## config.mk

```make
export PLATFORM = sky130hd
export DESIGN_NAME = rtype_exec_ctrl
export DESIGN_NICKNAME = d
export VERILOG_FILES = /design/src/rtl/rtype_exec_ctrl.sv
export SDC_FILE = /design/constraint.sdc
export NUM_CORES = 2
export LEC_CHECK = 0
export BUFFER_PORTS_ARGS = -buffer_cell sky130_fd_sc_hd__buf_2
export CAP_MARGIN = 25
export CORE_MARGIN = 2
export CORE_UTILIZATION = 50
export CTS_BUF_LIST = sky130_fd_sc_hd__clkbuf_16
export CTS_CLUSTER_DIAMETER = 30
export DETAILED_ROUTE_END_ITERATION = 7
export PLACE_DENSITY = 0.69
export SLEW_MARGIN = 0
export SYNTH_ARGS = -nofsm -noshare
export SYNTH_HDL_FRONTEND = slang
export SYNTH_SLANG_ARGS = --single-unit
```

## constraint.sdc

```tcl
create_clock -name clk_i -period 40.6 [get_ports clk_i]
set_input_delay 6.09 -clock clk_i [delete_from_list [all_inputs] [get_ports clk_i]]
set_output_delay 6.09 -clock clk_i [all_outputs]
set_load 0.05 [all_outputs]
```

## src/rtl/rtype_exec_ctrl.sv

```systemverilog
`default_nettype none
// +----------------------------------------------------------------------------+
// | rtype_exec_ctrl : multi-cycle R-type execute controller for an external au |
// | Rev 1.0                                                                    |
// +----------------------------------------------------------------------------+
module rtype_exec_ctrl #(
  parameter int NREG = 32,
  parameter int XLEN = 32
) (
  input  logic            clk_i,
  input  logic            reset_i,
  input  logic            instr_valid_i,
  output logic            instr_ready_o,
  input  logic [31:0]     instr_i,
  input  logic            ld_en_i,
  input  logic [4:0]      ld_addr_i,
  input  logic [XLEN-1:0] ld_data_i,
  output logic [XLEN-1:0] au_a_o,
  output logic [XLEN-1:0] au_b_o,
  output logic [2:0]      au_sel_o,
  input  logic [XLEN-1:0] au_out_i,
  input  logic            au_cout_i,
  output logic            done_o,
  output logic            illegal_o,
  output logic            carry_flag_o,
  input  logic [4:0]      dbg_addr_i,
  output logic [XLEN-1:0] dbg_data_o
);

  typedef enum logic [1:0] {
    S_IDLE   = 2'd0,
    S_DECODE = 2'd1,
    S_EXEC   = 2'd2,
    S_WB     = 2'd3
  } state_t;

  localparam logic [5:0] c_funct_add = 6'h20;
  localparam logic [5:0] c_funct_sub = 6'h22;
  localparam logic [5:0] c_funct_inc = 6'h28;
  localparam logic [5:0] c_funct_dec = 6'h29;

  state_t          state_q;
  logic [5:0]      opcode_q;
  logic [5:0]      funct_q;
  logic [4:0]      rs_q;
  logic [4:0]      rt_q;
  logic [4:0]      rd_q;
  logic [XLEN-1:0] regs_q [NREG];
  logic [XLEN-1:0] au_a_q;
  logic [XLEN-1:0] au_b_q;
  logic [2:0]      au_sel_q;
  logic [XLEN-1:0] result_q;
  logic            cout_q;
  logic            pend_ill_q;
  logic            done_q;
  logic            illegal_q;
  logic            carry_q;

  logic [XLEN-1:0] rs_val;
  logic [XLEN-1:0] rt_val;
  logic            dec_legal;
  logic [2:0]      dec_sel;
  logic            unused_shamt;

  // shamt has no meaning for the supported functs
  assign unused_shamt = ^instr_i[10:6];

  assign rs_val = (rs_q == 5'd0) ? '0 : regs_q[rs_q];
  assign rt_val = (rt_q == 5'd0) ? '0 : regs_q[rt_q];

  always_comb begin
    dec_legal = 1'b0;
    dec_sel   = 3'b000;
    if (opcode_q == 6'd0) begin
      case (funct_q)
        c_funct_add: begin dec_legal = 1'b1; dec_sel = 3'b000; end
        c_funct_sub: begin dec_legal = 1'b1; dec_sel = 3'b100; end
        c_funct_inc: begin dec_legal = 1'b1; dec_sel = 3'b010; end
        c_funct_dec: begin dec_legal = 1'b1; dec_sel = 3'b110; end
        default:     begin dec_legal = 1'b0; dec_sel = 3'b000; end
      endcase
    end
  end

  always_ff @(posedge clk_i or posedge reset_i) begin
    if (reset_i) begin
      state_q    <= S_IDLE;
      opcode_q   <= '0;
      funct_q    <= '0;
      rs_q       <= '0;
      rt_q       <= '0;
      rd_q       <= '0;
      au_a_q     <= '0;
      au_b_q     <= '0;
      au_sel_q   <= '0;
      result_q   <= '0;
      cout_q     <= 1'b0;
      pend_ill_q <= 1'b0;
      done_q     <= 1'b0;
      illegal_q  <= 1'b0;
      carry_q    <= 1'b0;
      for (int i = 0; i < NREG; i++) begin
        regs_q[i] <= '0;
      end
    end else begin
      done_q    <= 1'b0;
      illegal_q <= 1'b0;
      case (state_q)
        S_IDLE: begin
          // A same-cycle load lands before DECODE reads the operands
          if (ld_en_i && (ld_addr_i != 5'd0)) begin
            regs_q[ld_addr_i] <= ld_data_i;
          end
          if (instr_valid_i) begin
            opcode_q <= instr_i[31:26];
            rs_q     <= instr_i[25:21];
            rt_q     <= instr_i[20:16];
            rd_q     <= instr_i[15:11];
            funct_q  <= instr_i[5:0];
            state_q  <= S_DECODE;
          end
        end
        S_DECODE: begin
          au_a_q     <= rs_val;
          au_b_q     <= rt_val;
          au_sel_q   <= dec_sel;
          pend_ill_q <= ~dec_legal;
          state_q    <= S_EXEC;
        end
        S_EXEC: begin
          result_q <= au_out_i;
          cout_q   <= au_cout_i;
          state_q  <= S_WB;
        end
        S_WB: begin
          if (!pend_ill_q) begin
            if (rd_q != 5'd0) begin
              regs_q[rd_q] <= result_q;
            end
            carry_q <= cout_q;
          end
          done_q    <= 1'b1;
          illegal_q <= pend_ill_q;
          state_q   <= S_IDLE;
        end
        default: state_q <= S_IDLE;
      endcase
    end
  end

  assign instr_ready_o = (state_q == S_IDLE);
  assign au_a_o        = au_a_q;
  assign au_b_o        = au_b_q;
  assign au_sel_o      = au_sel_q;
  assign done_o        = done_q;
  assign illegal_o     = illegal_q;
  assign carry_flag_o  = carry_q;
  assign dbg_data_o    = (dbg_addr_i == 5'd0) ? '0 : regs_q[dbg_addr_i];

endmodule
`default_nettype wire

```

==> flow_summary.yaml <==
run_status:
  run_status: "finished, final reports clean"
power:
  p_clk_frac: 0.391
  power_frac_comb: 0.365
  cellInternalPower_mw: 3.360
  vdd_ir_drop_max_v: 0.00006019
  switching_share: 0.4016
  p_switching_mw: 2.255
  static-leakage-power_nw: 38.00
  cellPowerDensity_nw_per_um2: 64.06
  seq_power_share: 0.245
logic_synthesis:
  async_flop_share: 1.000
  syn-cell-area_um2: 75310
  syn-mean-instance-area_um2: 12.25
  postSynthNetCount: 6266
  synthCells: 6150
  synth-main-ff-cell: "dfrtp_1"
  yosys_warnings: 0
  synth.yosys.seq_area_share: 0.3841
  synth_cell_types: 47
  synth_top_cells_by_area: "dfrtp_1 (38%), mux4_2 (18%), mux2_2 (15%), o22ai_1 (9.0%), mux2i_1 (5.9%)"
  synth_largest_type_area_fraction: 0.3841
  yosysTopAreaCell: "dfrtp_1"
  postSynthRegisterBits: 1156
  synth-edff-count: 0
global_route:
  first_global_vias: 66250
  grt_usage: 0.4138
  grt.overflow.total: 0
  maximum_number_of_pins_on_one_net_before_global_route_repair: 163
  grt_pass1_wl_um: 458500
  initial_antenna_violation_count: 23
floorplan:
  initial_utilization: 0.5028
  chipHeight_um: 392.1
  pin_count: 214
  core_region_area_um2: 149800
  placement_rows: 142
  dieWidth_um: 392.1
  die-area_um2: 153700
final_layout:
  drive_gt1_frac: 0.4137
  mostFrequentLayoutCell: "dfrtp_1"
  number_of_nets_in_the_layout: 6171
  n_fill_cell: 11600
  areaGrowthSynthToFinish_pct: 16.41
  postLayoutCoreUtil: 0.5853
  final_cell_mix: "dfrtp_1 (1146), o22ai_1 (1088), mux2_2 (985)"
  finish.instance_area_um2: 87660
cts:
  clkSinkCount: 1156
  clock-root-buffer: "clkbuf_16"
  worstSkewPairLatency_ps: 940
  cts-hold-fix-buffers: 0
  clkSlewWorstSetupHoldPaths_ps: 40
  clock_tree_from_tritoncts: "built"
  cts-buffers-inserted: 286
  ctsHtreeMaxLevel: 5
  ctsLongestPathBuffers: 4
  cells_resized_by_post_cts_repair: 0
  cts_setup_buffers: 0
place:
  port_buffers: 207
  routabilityCongestion: 0.9364
  post-dp-hpwl_um: 179000
  placed_cell_area_um2: 78400
detailed_routing:
  drt_iter0_drcs: 11560
  detail_route.vias_per_cell: 8.025
  tritonroute_pass_1_iters: 7
  routed_wirelength_um: 323200
  vias: 66400
  avgRoutedWirePerCell_um: 39.06
  antenna_left: 0
  drc: 0
timing:
  clock.fmax_mhz: 59.63
  fin_setup_tns_ps: 0
  finalSetupViolations: 0
  timing_hold_violations_final: 0
  tightest_pin_transition_ps: 1353
  finalMaxSlewViolations: 0
  layout_min_cycle_time_ps: 16770
  grt_setup_unrepaired: "no"
  timing.clock.skew_ps: 46.97
  post-route-period-util: 0.4131
  slew_headroom: 0.09821
critical_path:
  crit_path_start_kind: "input pin"
  critical_path.max_fanout: 48
  worstSetupEndpointType: "primary output"
  crit_arrival_ps: 10680
  timing.critical_path.required_ps: 34510
  timing.critical_path.mode_cell: "buf_4"
  critical_path_class: "in2out"
  timing.critical_path.slowest_cell_delay_ps: 850
  cpLargestDelayFamily: "buffers and inverters"
  timing.critical_path.slowest_stage_cell: "buf_4"
  worstPathCellList: "buf_8, buf_4, buf_4, buf_4, mux4_2, mux2i_1, o22ai_1, a21o_1, buf_2"
  critical_path.n_buffers_inverters: 5
flow_run:
  cap_violations: 0
worst_hold_path:
  hold_class: "reg2reg"
## state kept, by name, summed over array words and instances (netlist names)
| register | count |
|---|---|
| au_a_o | 32 |
| au_b_o | 32 |
| au_sel_o | 2 |
| carry_flag_o | 1 |
| cout_q | 1 |
| done_o | 1 |
| funct_q | 6 |
| illegal_o | 1 |
| opcode_q | 6 |
| pend_ill_q | 1 |
| rd_q | 5 |
| regs_q | 1024 |
| result_q | 32 |
| rs_q | 5 |
| rt_q | 5 |
| state_q | 2 |
## cell usage after synthesis (4+ instances only)
| master | number |
|---|---|
| a21oi_1 | 128 |
| buf_2 | 170 |
| a2111oi_0 | 62 |
| nor3b_1 | 12 |
| o22a_1 | 61 |
| a32oi_1 | 30 |
| nand2_1 | 159 |
| nand2b_1 | 36 |
| o22ai_1 | 1088 |
| nor4_1 | 6 |
| o211ai_1 | 60 |
| nor2_1 | 78 |
| ha_1 | 5 |
| nor2b_1 | 10 |
| a21o_1 | 32 |
| inv_1 | 35 |
| a221oi_1 | 60 |
| nor3_1 | 11 |
| mux2_1 | 133 |
| mux4_2 | 612 |
| o21ai_0 | 62 |
| dfrtp_1 | 1156 |
| a31oi_1 | 4 |
| and3b_1 | 4 |
| nand3b_1 | 6 |
| clkbuf_1 | 633 |
| buf_1 | 36 |
| mux2_2 | 985 |
| mux2i_1 | 442 |
## power by group through the flow
stage          Sequential [mW]  Clock, mW  Combinational (mW)
4_1_cts                   1.36       2.19                1.92
2_1_floorplan             1.35          0                1.21
3_5_place_dp              1.38          0                1.91
5_1_grt                   1.37       2.26                2.05
6_report                  1.37       2.19                2.05
3_3_place_gp              1.37          0                1.88
## cell type report
| type | count | area (um^2) | area share |
|---|---|---|---|
| Multi-Input combinational cell | 4118 | 43730 | 0.4988 |
| Sequential cell | 1156 | 28950 | 0.3302 |
| Clock buffer | 293 | 7332 | 0.08364 |
| Timing Repair Buffer | 457 | 3196 | 0.03645 |
| Tap cell | 2016 | 2522 | 0.02877 |
| Clock inverter | 191 | 1775 | 0.02025 |
| Inverter | 36 | 145.1 | 0.001656 |
| Antenna cell | 7 | 17.52 | 0.0001998 |
## worst paths after layout
check / start / endpoint / slack [ps] / cells past startpoint
worst min register to register: regs_q[1018] / regs_q[1018] / 420 / 0
max in group asynchronous: reset_i / regs_q[915] / 31610 / 6
worst max-delay path: dbg_addr_i[0] / dbg_data_o[23] / 23830 / 9
min in group asynchronous: reset_i / regs_q[354] / 5370 / 2
worst min-delay path: regs_q[1018] / regs_q[1018] / 420 / 0
worst max register to register: rt_q[1] / au_b_o[9] / 35910 / 5
## worst register-to-register path, stage by stage, from the launching register on
cell and delay [ps]:
dfrtp_4 1120, buf_4 930, buf_4 950, mux4_2 510
o211ai_1 850, a21oi_1 170
## layer usage
layer / vias to the layer above / GRT usage / wire length (um)
li1: 24520 / - / -
met1: 33220 / 0.5013 / 107500
met2: 6672 / 0.5609 / 130900
met3: 1959 / 0.2107 / 56480
met4: 28 / 0.3041 / 28090
met5: - / 0.002233 / 151
## kinds of logic (layout without fill, tap and decap cells)
logic type      Yosys count  count (layout)  share of synthesized area
mux                    2172            2172                     0.4090
buf+inv                 876             977                    0.04654
fa+ha+maj                 5               5                  0.0008307
other cells               1               8                 0.00004980
flops                  1156            1156                     0.3841
simple gates            342             342                    0.02105
compound gates         1598            1598                     0.1384
## per-stage QoR
step / hold WS, ps / worst slack, ps / std cells / power (mW)
after global routing: 432.3 / 23590 / 8269 / 5.674
after floorplan: 465.5 / 1951 / 6150 / 2.553
after global placement: 401.2 / 23930 / 7765 / 3.253
after CTS: 415.8 / 23930 / 8260 / 5.471
final: 419.1 / 23830 / 8274 / 5.616
after detailed placement: 408.9 / 23930 / 7776 / 3.288
Power figures use the tool's default switching activity.
